### config.mk
export PLATFORM = sky130hd
export DESIGN_NAME = jk_register_bank
export DESIGN_NICKNAME = d
export VERILOG_FILES = /design/src/rtl/jk_register_bank.sv
export SDC_FILE = /design/constraint.sdc
export NUM_CORES = 1
export LEC_CHECK = 0
export ABC_CLOCK_PERIOD_IN_PS = 2800
export BUFFER_PORTS_ARGS = -buffer_cell sky130_fd_sc_hd__buf_2
export CAP_MARGIN = 20
export CORE_MARGIN = 2
export CORE_UTILIZATION = 49
export DETAILED_ROUTE_END_ITERATION = 6
export GPL_ROUTABILITY_DRIVEN = 1
export PLACE_DENSITY_LB_ADDON = 0.15
export SYNTH_ARGS = -nofsm -noshare
export SYNTH_HDL_FRONTEND = slang
export SYNTH_SLANG_ARGS = --single-unit
### constraint.sdc
create_clock -name clk -period 2.8 [get_ports clk]
set_clock_uncertainty 0.15 [all_clocks]
set_input_delay 0.42 -clock clk [delete_from_list [all_inputs] [get_ports clk]]
set_output_delay 0.42 -clock clk [all_outputs]
set_load 0.03 [all_outputs]
### src/rtl/jk_register_bank.sv
// ---------------------------------------------------------------------------
// jk_register_bank
//   WIDTH-channel bank of JK flip-flops advanced by an internal clock-enable
//   tick (one tick every DIV clk cycles). Three run modes: independent JK,
//   synchronous binary up-counter and serial shift register, plus hold.
//   Each channel has an active-low preset/clear pair that acts on every clk
//   edge regardless of tick/en and overrides the tick update for that bit.
//
// Parameters
//   WIDTH   number of channels (>=1)
//   DIV     clk cycles per tick (>=1)
//
// Ports
//   clk     system clock, all state on posedge
//   rst     asynchronous active-low reset
//   en      divider run enable (0 freezes the divider, no ticks)
//   mode    00 JK, 01 counter, 10 shift, 11 hold
//   j, k    per-channel JK inputs (mode 00)
//   sd_n    per-channel preset, active-low
//   rd_n    per-channel clear, active-low
//   ser_in  serial input into channel 0 (mode 10)
//   q       channel state
//   q_n     complement state (high together with q only while sd_n=rd_n=0)
//   tick    registered one-cycle update strobe
//   carry   registered one-cycle counter wrap strobe
//
// Strobe semantics: tick and carry are single-cycle valid pulses with no
// ready/backpressure. The edge that samples tick==1 is the update edge; q
// and carry reflect that update in the following cycle.
// ---------------------------------------------------------------------------
module jk_register_bank #(
    parameter int WIDTH = 4,
    parameter int DIV   = 25000000
) (
    input  logic             clk,
    input  logic             rst,
    input  logic             en,
    input  logic [1:0]       mode,
    input  logic [WIDTH-1:0] j,
    input  logic [WIDTH-1:0] k,
    input  logic [WIDTH-1:0] sd_n,
    input  logic [WIDTH-1:0] rd_n,
    input  logic             ser_in,
    output logic [WIDTH-1:0] q,
    output logic [WIDTH-1:0] q_n,
    output logic             tick,
    output logic             carry
);

    localparam int CNT_W = (DIV > 1) ? $clog2(DIV) : 1;
    localparam logic [CNT_W-1:0] DIV_LAST = CNT_W'(DIV - 1);

    localparam logic [1:0] MODE_JK    = 2'b00;
    localparam logic [1:0] MODE_COUNT = 2'b01;
    localparam logic [1:0] MODE_SHIFT = 2'b10;

    logic [CNT_W-1:0] div_cnt;
    logic [WIDTH-1:0] q_r;
    logic [WIDTH-1:0] inv_r;
    logic             tick_r;
    logic             carry_r;

    logic [WIDTH-1:0] upd_q;
    logic             upd_carry;

    // Tick-driven next state, computed from the current q only. Preset/clear
    // is applied afterwards per bit, so a forced bit still feeds its
    // neighbours with its old value in counter and shift modes.
    always_comb begin
        upd_q     = q_r;
        upd_carry = 1'b0;
        if (tick_r) begin
            case (mode)
                MODE_JK: begin
                    for (int i = 0; i < WIDTH; i++) begin
                        case ({j[i], k[i]})
                            2'b01:   upd_q[i] = 1'b0;
                            2'b10:   upd_q[i] = 1'b1;
                            2'b11:   upd_q[i] = ~q_r[i];
                            default: upd_q[i] = q_r[i];
                        endcase
                    end
                end
                MODE_COUNT: begin
                    upd_q     = q_r + WIDTH'(1);
                    upd_carry = &q_r;
                end
                MODE_SHIFT: begin
                    upd_q[0] = ser_in;
                    for (int i = 1; i < WIDTH; i++) begin
                        upd_q[i] = q_r[i-1];
                    end
                end
                default: upd_q = q_r;
            endcase
        end
    end

    always_ff @(posedge clk or negedge rst) begin
        if (!rst) begin
            div_cnt <= '0;
            tick_r  <= 1'b0;
            carry_r <= 1'b0;
            q_r     <= '0;
            inv_r   <= '0;
        end else begin
            // Divider: tick is raised on the edge where the count wraps.
            if (en) begin
                if (div_cnt == DIV_LAST) begin
                    div_cnt <= '0;
                    tick_r  <= 1'b1;
                end else begin
                    div_cnt <= div_cnt + CNT_W'(1);
                    tick_r  <= 1'b0;
                end
            end else begin
                tick_r <= 1'b0;
            end

            carry_r <= upd_carry;

            for (int i = 0; i < WIDTH; i++) begin
                if (!sd_n[i]) begin
                    q_r[i] <= 1'b1;
                end else if (!rd_n[i]) begin
                    q_r[i] <= 1'b0;
                end else begin
                    q_r[i] <= upd_q[i];
                end
                // Both-low marks the bit so q_n is forced high alongside q.
                inv_r[i] <= ~sd_n[i] & ~rd_n[i];
            end
        end
    end

    assign q     = q_r;
    assign q_n   = ~q_r | inv_r;
    assign tick  = tick_r;
    assign carry = carry_r;

endmodule

* Word level (Yosys, flattened, before mapping)
Index checks and enable logic that the tools add are counted.
** Word-level totals
- Bits of input ports :: 22
- Output and inout port bits :: 10
- Bits in registers :: 35
- Word-level logic and storage cells :: 80
** Operators by class
- $add $sub $neg :: 2
- Equality and inequality tests :: 27
- Multiplexer cells :: 19
- Reductions and logical operators :: 6
- Bitwise logic cells :: 18
** Operators with widths (number)
- $add 25x1->25 const B :: 1
- $eq 25x25->1 const B :: 1
- $mux 25 :: 1
- $ne 6x3->1 const B :: 4
- $ne 5x2->1 const B :: 4
- $eq 2x2->1 const B :: 9
- $mux 1 :: 12
- $ne 3x2->1 const B :: 4
- $not 1->1 :: 12
- $pmux 1 s3 :: 4
- $pmux 4 s3 :: 1
- $reduce_and 3->1 :: 4
- $eq 2x1->1 const B :: 5
- $add 4x1->4 const B :: 1
- $and 1x1->1 :: 4
- $mux 4 :: 1
- $not 4->4 :: 1
- $or 4x4->4 :: 1
- $reduce_and 4->1 :: 1
- $logic_not 2->1 :: 1

* Depth between registers and ports, before layout
- Depth in word-level cells :: 6
- Depth in mapped cells :: 7
- Gate-level depth less buffers :: 6

* Worst setup path before layout
No wires, ideal clock.
- Path type :: register to register
- Start :: register div_cnt[8]
- End :: register div_cnt[19]
- Data arrival time :: 1.521 ns
- Library setup time :: 0.130 ns
- Buffers on the path :: 1
- Path slack :: 0.999 ns
- Data required time :: 2.520 ns
- Period minus slack after synthesis :: 1.801 ns
- Cell stages (with the launch flop) :: 6
- Cell sequence :: dfrtp_1 nor4b_1 nand4bb_1 nor4_4 buf_4 a21oi_1
** On the way
- Longest elaborated chain between the ends :: 2
- Elaborated cells on any way between the ends :: 3
- Those cells by class :: 1 x add/sub; 1 x eq/ne; 1 x mux
** Ends and longest elaborated chain
- start, declared :: RTL line 57 : logic [CNT_W-1:0] div_cnt;
- start signal, assigned :: RTL line 113 : div_cnt <= div_cnt + CNT_W'(1);
- $add 25x1->25 / $eq 25x25->1 (equally long branches) :: RTL line 113, 109
- $mux 25 * :: RTL line 109 : if (div_cnt == DIV_LAST) begin
Mark *: on every way between the ends. The rest lies on a longest branch, timed or not.
A chain may end at the register's enable or synchronous reset.

* Worst setup path in the final report
- Start :: register div_cnt[2]
- End :: register div_cnt[11]
Same word-level chain as after synthesis.

==> results.md <==
- ANT nets after route: 0
- WP buf/inv: 0
- CTS max path bufs: 2
- Routed WL per cell: ~14 um
- Number of max-cap violations: 0
- Reg2Reg Depth: 4
- Flop2flop setup slack: 650 ps
- CP Capture Type: flip-flop
- Sequential area share after synthesis: 45.7%
- Mapped Nets: 225
- Avg Inst Size Synth: slightly below 10 um2
- Crit path largest cell delay: between 700 and 800 ps
- Die X: approximately 67 um
- Setup Viol. Count Final: 0
- Worst-Skew Late Latency: between 200 and 300 ps
- Fmax: 0.465 GHz
- Syn. warnings: 0
- Crit-path leading delay family: simple AND/OR/NAND/NOR gates
- PwrDens: 510 nW/um2
- DP Worst Slack: 630 ps
- # hold bufs at CTS: 0
- DIE HEIGHT: 66.5 um
- Post-layout worst setup margin: about 650 ps
- Clock root buffer: clkbuf_8
- Core area: 3720 um2
- Crit-path max FO: 14
- 1st-iter DRT viols: 98
- I/O Buffers: 31
- Ports: 32
- GRT overflow: 0
- Crit-path cells: and4_1, nand3_2, nor4_4, nor2_1
- Area Growth Syn to Fin: 14.2%
- HP Class: input pin to asynchronous set/reset pin
- Starting Density: about half
- Final hold viol count: 0
- Number of synthesized register bits: 35
- Synth async-reset ratio: 100%
- CTS H-Tree Depth: 2
- # nets final: between 200 and 300
- Initial antenna violation count: 0
- Cts repair resizes: 0
- Post-Syn Area: 1920 um2
- Vias per std cell: 5.76
- Clock slew at reported path FFs: 70 ps
- Routed WL: 3970 um
- CP Class: flip-flop to flip-flop
- Reg-to-reg critical path startpoint: div_cnt[2]$_DFFE_PN0P_
- FP Rows: 22
- Dpl hpwl: between 2000 and 3000 um
- Worst path arrival time: 2140 ps
- First-pass GRT wire length: around 7300 um
- Synth cell types: 42
- Tcrit/Tclk final: 76.8%
- Filler cells: 343
- Tot GR Track Use: 21.6%
- Most used DFF post-synth: dfrtp_1
- FF-to-FF End: div_cnt[11]$_DFFE_PN0P_
- Remaining DRCs: 0
- Peak supply drop: 0.362 mV
- Leakage power: 0.00101 uW
- Number of synthesized flops with an enable pin: 0
- Setup Buffers After CTS: 0
- Sink Count: 35
- Inserted Diodes: 0
- CP required: 2790 ps
- TritonCTS Buffers: 5
- RSZ-0062 raised after global routing: false
- Tightest Pin Transition: 749 ps
- Run status: finished, final reports clean
- GP Congestion: about 0.91
- Rel. slew slack: 50.0%
- Vias in the first global route: 1670
- Total power: 1120 uW
- Vias: between 1500 and 2000
- Most common cell after layout, fill and taps aside: dfrtp_1
- Share of cells above drive strength 1: 19.6%
- Post-Synthesis Cells: 198
- Setup_tns: 0 ps
- Worst path depth: 4
- Drt pass-1 iters: 4
- Die area: around 4400 um2
- Startpoint type of the worst setup path: flip-flop
- Max-slew violations: 0
- Final min period: 2150 ps
- Largest net degree at the start of global routing: 36
- Slowest cell on crit path: nor4_4
- Most frequent cells in the layout: dfrtp_1 (35), buf_2 (31), nand2_1 (18)
- CTS tree: yes
through the flow:
stage	hold slack, ps	cell area, um2	util (%)	cells
5_1_grt	119	2190	58.9	278
3_3_place_gp	334	2100	56.5	271
3_5_place_dp	341	2100	56.5	271
4_1_cts	81.6	2190	58.9	278
6_report	52.1	2190	58.9	278
2_1_floorplan	-25.6	1920	-	198
Yosys cell counts, types with 3 or more instances:
library cell   n  share of area [%]
dfrtp_1       35                 46
nand2_1       18                3.5
nor2_1        16                3.1
a21oi_1       14                3.7
o21ai_0       10                2.6
inv_1          9                1.8
nand3_1        8                2.1
xor2_1         8                3.7
nand2b_1       7                2.3
o31ai_1        6                2.3
or3_1          6                2.0
ha_1           5                3.3
or4_1          5                2.0
xnor2_1        5                2.3
mux2i_1        4                2.1
nand4_1        4                1.3
and3_1         3               0.98
and4_1         3                1.4
clkbuf_1       3               0.59
nor3_1         3               0.78
o221ai_1       3                1.4
sequential cells by signal, indices dropped and copies added (netlist names):
| register | count |
|---|---|
| inv_r | 4 |
| q | 4 |
| tick | 1 |
| div_cnt | 25 |
| carry | 1 |
worst reg2reg max path, delay by kind of cell (launching register included):
family        cells  cell delay [ps]
simple gates      4             1440
flops             1              410
cell type report:
cell class	count	area, um2	area share [%]
multi-input cells	148	976	44.6
flip-flops and latches	35	876	40.0
repair buffers	31	155	7.09
clock buffers	6	82.6	3.77
well taps	48	60.1	2.74
inverters	9	33.8	1.54
clock inverters	1	5.00	0.229
cell families after synthesis:
| group | Yosys count | synth area share [%] |
|---|---|---|
| AND/OR/NAND/NOR | 85 | 26.3 |
| multiplexers | 4 | 2.09 |
| buffers and inverters | 15 | 3.39 |
| XOR/XNOR | 13 | 5.94 |
| AO/OA/AOI/OAI | 41 | 13.3 |
| adder cells (fa/ha/maj) | 5 | 3.26 |
| flip-flops | 35 | 45.7 |
how the worst max path moves through the flow:
stage,slack (ps),end,start
finish,650,div_cnt[11]$_DFFE_PN0P_,div_cnt[2]$_DFFE_PN0P_
global route,490,div_cnt[5]$_DFFE_PN0P_,div_cnt[6]$_DFFE_PN0P_
CTS,620,div_cnt[11]$_DFFE_PN0P_,div_cnt[2]$_DFFE_PN0P_
detailed placement,630,div_cnt[5]$_DFFE_PN0P_,div_cnt[6]$_DFFE_PN0P_
global placement,730,div_cnt[3]$_DFFE_PN0P_,div_cnt[6]$_DFFE_PN0P_
floorplan,1000,div_cnt[19]$_DFFE_PN0P_,div_cnt[8]$_DFFE_PN0P_
power by group:
part | leakage [uW] | switching, uW | internal [uW] | total (uW)
clock | 0.0000470 | 168 | 193 | 360
sequential | 0.000457 | 45.0 | 550 | 595
combinational | 0.000509 | 91.0 | 71.3 | 162
total | 0.00101 | 304 | 814 | 1120
layer usage:
layer	vias to the layer above	share of wire (%)	global-route usage [%]
met1	786	45	26.3
met4	0	2.0	8.67
met5	-	0	0
li1	778	-	-
met3	8	2.9	4.73
met2	29	50	36.9
No activity file was read; power rests on OpenSTA's default activity.
